`config.mk`:
```
export PLATFORM = sky130hd
export DESIGN_NAME = conv_window_buffer
export DESIGN_NICKNAME = d
export VERILOG_FILES = /design/src/rtl/conv_window_buffer.sv
export SDC_FILE = /design/constraint.sdc
export NUM_CORES = 1
export LEC_CHECK = 0
export BUFFER_PORTS_ARGS = -buffer_cell sky130_fd_sc_hd__buf_2
export CORE_MARGIN = 2
export CORE_UTILIZATION = 52
export CTS_CLUSTER_SIZE = 40
export DETAILED_ROUTE_END_ITERATION = 12
export PLACE_DENSITY = 0.68
export SLEW_MARGIN = 15
export SYNTH_ARGS = -nofsm -noshare
export SYNTH_HDL_FRONTEND = slang
export SYNTH_SLANG_ARGS = --single-unit
```
`constraint.sdc`:
```
create_clock -name clk -period 4.15 [get_ports clk]
set_input_delay 0.2075 -clock clk [delete_from_list [all_inputs] [get_ports clk]]
set_output_delay 0.2075 -clock clk [all_outputs]
set_load 0.05 [all_outputs]
```
`src/rtl/conv_window_buffer.sv`:
```
// conv_window_buffer: raster-order pixel stream to a 3x3 sliding window.
// Ports: clk, reset (async high), frame_start, in_valid, in_pixel[7:0]
//        -> pixel_1..pixel_9 (row-major window), win_valid, frame_done.
module conv_window_buffer #(
    parameter int IMG_WIDTH  = 64,
    parameter int IMG_HEIGHT = 64
) (
    input  logic       clk,
    input  logic       reset,
    input  logic       frame_start,
    input  logic       in_valid,
    input  logic [7:0] in_pixel,
    output logic [7:0] pixel_1,
    output logic [7:0] pixel_2,
    output logic [7:0] pixel_3,
    output logic [7:0] pixel_4,
    output logic [7:0] pixel_5,
    output logic [7:0] pixel_6,
    output logic [7:0] pixel_7,
    output logic [7:0] pixel_8,
    output logic [7:0] pixel_9,
    output logic       win_valid,
    output logic       frame_done
);

    localparam int CW = $clog2(IMG_WIDTH);
    localparam int RW = $clog2(IMG_HEIGHT);

    typedef enum logic {FILL, ACTIVE} state_t;

    state_t          r_state;
    state_t          w_state_nxt;
    logic [CW-1:0]   r_col;
    logic [CW-1:0]   w_col;
    logic [CW-1:0]   w_col_nxt;
    logic [RW-1:0]   r_row;
    logic [RW-1:0]   w_row;
    logic [RW-1:0]   w_row_nxt;
    logic            w_last_col;
    logic            w_last_row;
    logic            w_win;
    logic            w_done;
    logic            r_win_valid;
    logic            r_frame_done;
    logic [7:0]      r_lb0 [IMG_WIDTH];
    logic [7:0]      r_lb1 [IMG_WIDTH];
    logic [7:0]      w_lb0_rd;
    logic [7:0]      w_lb1_rd;
    logic [7:0]      r_win [9];

    // frame_start redefines the current pixel position as (0,0)
    always_comb begin
        w_col       = frame_start ? '0 : r_col;
        w_row       = frame_start ? '0 : r_row;
        w_last_col  = (w_col == CW'(IMG_WIDTH - 1));
        w_last_row  = (w_row == RW'(IMG_HEIGHT - 1));
        w_lb0_rd    = r_lb0[w_col];
        w_lb1_rd    = r_lb1[w_col];
        w_col_nxt   = w_col;
        w_row_nxt   = w_row;
        w_state_nxt = frame_start ? FILL : r_state;
        w_win       = 1'b0;
        w_done      = 1'b0;
        if (in_valid) begin
            w_col_nxt = w_last_col ? '0 : w_col + 1'b1;
            if (w_last_col) begin
                w_row_nxt = w_last_row ? '0 : w_row + 1'b1;
            end
            // ACTIVE implies row>=2, so only col gates the window
            w_win  = (r_state == ACTIVE) && !frame_start &&
                     (w_col >= CW'(2));
            w_done = w_win && w_last_col && w_last_row;
            if (w_last_col && w_row == RW'(1)) begin
                w_state_nxt = ACTIVE;
            end else if (w_last_col && w_last_row) begin
                w_state_nxt = FILL;
            end
        end
    end

    always_ff @(posedge clk or posedge reset) begin
        if (reset) begin
            r_state      <= FILL;
            r_col        <= '0;
            r_row        <= '0;
            r_win_valid  <= 1'b0;
            r_frame_done <= 1'b0;
            for (int i = 0; i < 9; i++) begin
                r_win[i] <= '0;
            end
        end else begin
            r_state      <= w_state_nxt;
            r_col        <= w_col_nxt;
            r_row        <= w_row_nxt;
            r_win_valid  <= w_win;
            r_frame_done <= w_done;
            if (in_valid) begin
                r_win[0] <= r_win[1];
                r_win[1] <= r_win[2];
                r_win[2] <= w_lb1_rd;
                r_win[3] <= r_win[4];
                r_win[4] <= r_win[5];
                r_win[5] <= w_lb0_rd;
                r_win[6] <= r_win[7];
                r_win[7] <= r_win[8];
                r_win[8] <= in_pixel;
            end
        end
    end

    // Line buffers are never cleared; FILL masks stale rows
    always_ff @(posedge clk) begin
        if (in_valid && !reset) begin
            r_lb1[w_col] <= w_lb0_rd;
            r_lb0[w_col] <= in_pixel;
        end
    end

    assign pixel_1    = r_win[0];
    assign pixel_2    = r_win[1];
    assign pixel_3    = r_win[2];
    assign pixel_4    = r_win[3];
    assign pixel_5    = r_win[4];
    assign pixel_6    = r_win[5];
    assign pixel_7    = r_win[6];
    assign pixel_8    = r_win[7];
    assign pixel_9    = r_win[8];
    assign win_valid  = r_win_valid;
    assign frame_done = r_frame_done;

endmodule

```
# After elaboration in Yosys (flattened, before gate mapping)
# Memories as Yosys holds them, arrays and structs flattened. A register that Yosys moved wholly into a read port is not among the register bits.
# Cells that the tools add are included.
op_classes:
  add_sub_neg: 2
  eq_ne: 3
  magnitude_cmp: 1
  n_reduce_logical: 9
  muxes: 15
op_table:
  columns: ["cell", "count"]
  rows:
  - ["2-to-1 mux 6 bit", 7]
  - ["adder 6 x 1 -> 6 bit, second input constant", 2]
  - ["== test 6 bit, second input constant", 2]
  - ["2-to-1 mux 1 bit", 8]
  - ["logical AND 1 bit", 7]
  - ["== test 6 x 1 -> 1 bit, second input constant", 1]
  - ["greater-or-equal comparator 6 x 2 -> 1 bit, second input constant", 1]
  - ["zero test 1 bit", 2]
totals:
  memories: 2
  ramBits: 1024
  input_bits: 12
  ff_bits: 79
  elab_cells: 45
  output_inout_bits: 74
mem_list:
  columns: ["name", "words", "word_bits", "read_ports", "rd_clocked_by_memory_dff", "write_ports", "line_no", "rtl"]
  rows:
  - ["r_lb0", 64, 8, 1, 0, 1, "45", "logic [7:0] r_lb0 [IMG_WIDTH];"]
  - ["r_lb1", 64, 8, 1, 1, 1, "46", "logic [7:0] r_lb1 [IMG_WIDTH];"]

# Logic depth before layout (Yosys ltp)
depth:
  ltp_word: 6
  ltp_mapped: 13
  ltp_nobuf: 9

# Worst setup path before layout
# Ideal clock, no wire load.
synth_timing:
  path_kind: "flip-flop to flip-flop"
  startpoint: "register r_col[0]"
  endpoint: "memory r_lb1[0][3] (data pin)"
  arrival_ns: 2.800
  path_slack_ns: 0.749
  required_ns: 3.549
  path_buffers: 5
  setup_ns: 0.601
  synth_period_minus_slack_ns: 3.401
  path_stages_with_launch: 11
  cell_sequence: "dfrtp_1 -> buf_6 -> buf_6 -> buf_4 -> buf_4 -> buf_2 -> a31o_2 -> a222oi_1 -> a21oi_1 -> nor4_2 -> nand3_1"
synth_between:
  elab_chain_cells: 2
synth_lines:
  columns: ["element", "line_no", "rtl"]
  rows:
  - ["start: declaration", "33", "logic [CW-1:0] r_col;"]
  - ["start signal: assignment", "93", "r_col <= w_col_nxt;"]
  - ["2-to-1 mux 6 bit", "53", "w_col = frame_start ? '0 : r_col;"]
  - ["memory read (64 x 8 bit)", null, null]
  - ["net w_lb0_rd[3]", "47", "logic [7:0] w_lb0_rd;"]
  - ["end: declaration", "46", null]
# The timed path passes the listed nets, and every way through them passes these cells.

# Worst setup path after layout
layout_timing:
  startpoint: "register r_col[2]"
  endpoint: "memory r_lb1[40][7] (data pin)"
# The elaborated chain is that of the path after synthesis.

==> metrics <==
Max Cap Viol=0; Final Hold Viols=0; # setup viols final=29; Root Driver=clkbuf_16; row cnt=106; number of synthesized flops with an enable pin=1024; Synth Net Count=2675; Routed Wire Length=156000 um; crit-path max FO=35; unrepaired setup endpoints after global routing=no; Yosys reg bits=1111; Worst-Skew Late Latency=0.70 ns; worst reg2reg path startpoint=r_col[2]; Post-DP Area=47630 um^2; delay-heaviest family, CP=compound AO/OA/AOI/OAI gates; htree depth=3; starting density of the core=52.72%; die span in y=295.7 um; first-pass GRT wire length=213600 um; outcome=finished, violations left; synthesized area=44260 um^2; DRC violations left=0; Placed Instances=3970; Final Instance Area=51340 um^2; leading cell types in the layout, fill and taps excluded=edfxtp_1, buf_4, mux2i_1; most common cell after layout, fill and taps aside=edfxtp_1; CTS max path bufs=3; Final Cycle Share=100.9%; sequential fraction of the synthesis area=74.40%; largest net degree at the start of global routing=72; Worst Clk Skew=0.03901 ns; Post-DP HPWL=99640 um; Slew Limit Fails=0; worst hold path class=in -> reg; CTS tree=yes; Reg2Reg Setup Slack=-0.04 ns; post-cts sizing count=0; Setup CP Type=reg -> reg; Cell Chain, Critical Path=buf_4, buf_4, nor4b_2, buf_4, a21oi_1, a211oi_1, a21oi_1, nand3_2, buf_4; critical path startpoint=r_col[2]; Rel. slew slack=16.01%; Worst Setup EP=r_lb1[40][7]; end of the worst register-to-register path=r_lb1[40][7]; Die W=295.7 um; initial antenna violation count=14; Pleak=17.13 nW; Worst setup EP type=register; post-route antenna net violation count=0; Inserted Clock Buffers=112; Post-Route Setup TNS=-0.8161 ns; area grow syn2layout=16.01%; CP required=4.52 ns; Finished Core Util=61.16%; DR WL/cell=37.27 um; Async SR Flop Fraction=7.831%; DRT Pass-1 Iters=6; failing checks=negative setup slack; vias per inst=6.946; DP Worst Slack=0.01609 ns; Total Routing Usage GR=35.54%; routed vias=29078; GP Congestion=1.050; Synth Area per Inst=16.64 um^2; Top Ports=86; crit start category=register; peak supply drop=0.4263 mV; final setup margin=-0.03918 ns; non-filler cells, final=4186; Reg clk slew, reported paths=0.07 ns; CORE AREA=83950 um^2; DRT iter0 DRCs=5399; CP max-delay cell=dfrtp_4; Buf/Inv on CP=4; pwr dens=495.9 nW/um^2; share of cells above drive strength 1=23.79%; Max stage delay on crit path=0.76 ns; crit path DAT=4.56 ns; worst slew pin tran=1.254 ns; Cell variety after synth=89; R2R depth=9; die area=87460 um^2; most common flop cell mapped by yosys=edfxtp_1; final net count=2969; Syn Inst Count=2659; yosys warns=0; Congestion Overflow GR=0; fmax=0.2387 GHz; Port Buffers=85; number of global-route vias before repair=27456; crit-path most repeated cell=buf_4; Levels on crit path=9; clk sink count=1111; post-route minimum period=4.189 ns
==> flip-flops by register name, indices dropped and copies added, names as in the netlist <==
signal	flops
r_lb0	512
r_lb1	512
pixel_1	8
pixel_2	8
pixel_3	8
pixel_4	8
pixel_5	8
pixel_6	8
pixel_7	8
pixel_8	8
pixel_9	8
r_col	6
r_row	6
frame_done	1
r_state	1
win_valid	1
==> worst min-delay path by stage <==
stage,from,to,slack [ns],cells after the start
floorplan,in_pixel[0],r_lb0[0][0],0.31,0
CTS,in_pixel[6],r_lb0[14][6],0.14,1
global placement,reset,pixel_6[0],0.46,2
global route,in_pixel[6],r_lb0[6][6],0.16,1
detailed placement,reset,pixel_6[0],0.48,2
finish,in_pixel[6],r_lb0[14][6],0.18,1
==> Yosys cell counts (all sizes together), types with 9 or more instances <==
master,instances,area [um^2]
nand3,27,135.1
a22oi,62,465.5
nor2,132,495.5
a221oi,35,306.5
nor4,11,75.07
o21ai,74,374.1
mux4,39,878.3
o31ai,9,67.56
nand3b,30,229.0
clkbuf,67,251.5
a2111oi,12,131.4
o22a,11,96.34
nor2b,50,312.8
o211ai,11,82.58
inv,11,41.29
and3,9,56.30
a31oi,30,187.7
a222oi,17,170.2
o22ai,55,344.1
dfrtp,87,2177
nor3,18,95.09
mux2i,171,1712
o2bb2ai,10,87.58
buf,113,720.7
o221ai,21,183.9
nand2,95,356.6
a211oi,22,165.2
edfxtp,1024,30750
a31o,11,96.34
nor3b,20,155.1
and2,10,62.56
nand2b,20,125.1
mux2,100,1130
a22o,27,236.5
a21oi,108,540.5
==> through the flow <==
stage               hold WS, ns  power [mW]
finish                   0.1800       25.46
global route             0.1614       25.98
CTS                      0.1413       25.42
detailed placement       0.4807       15.52
global placement         0.4591       15.47
floorplan                0.3064       14.35
==> final cells by class <==
class	count	area, um^2
multi-input combinational	1355	10400
inverter	13	51.30
tap	1134	1419
clock inverter	73	696.9
clock buffer	135	2959
timing repair buffer	360	2870
fill	6117	32610
antenna	5	12.51
sequential	1111	32940
==> timing repair <==
item | 4_1_cts | 5_1_grt
setup buffers | 1 | 0
endpoints found under the hold margin | 69 | 0
hold buffers | 2 | 0
setup endpoints to repair | 6 | 0
==> power by group <==
group          switching [mW]  internal [mW]
clock network            4.31           5.76
logic                    1.95          0.792
registers               0.147           12.5
==> layer usage <==
layer	global-route usage, %	wire length [um]	share of wire [%]
met1	47.79	56070	36
met3	10.90	22550	14
met4	20.78	10500	6.7
met5	0	48	0.031
met2	51.37	66850	43
==> kinds of logic (layout without fill, tap and decap cells) <==
logic type               Yosys count  count (layout)  synth area share, %
AO/OA/AOI/OAI                    577             577                9.267
XOR/XNOR                           5               5              0.09897
adder cells (fa/ha/maj)            4               4               0.1131
buffers and inverters            193             581                2.307
flip-flops                      1111            1111                74.40
multiplexers                     310             310                8.405
other                              0               5                    0
AND/OR/NAND/NOR                  459             459                5.411
(Power assumes the default switching activity.)
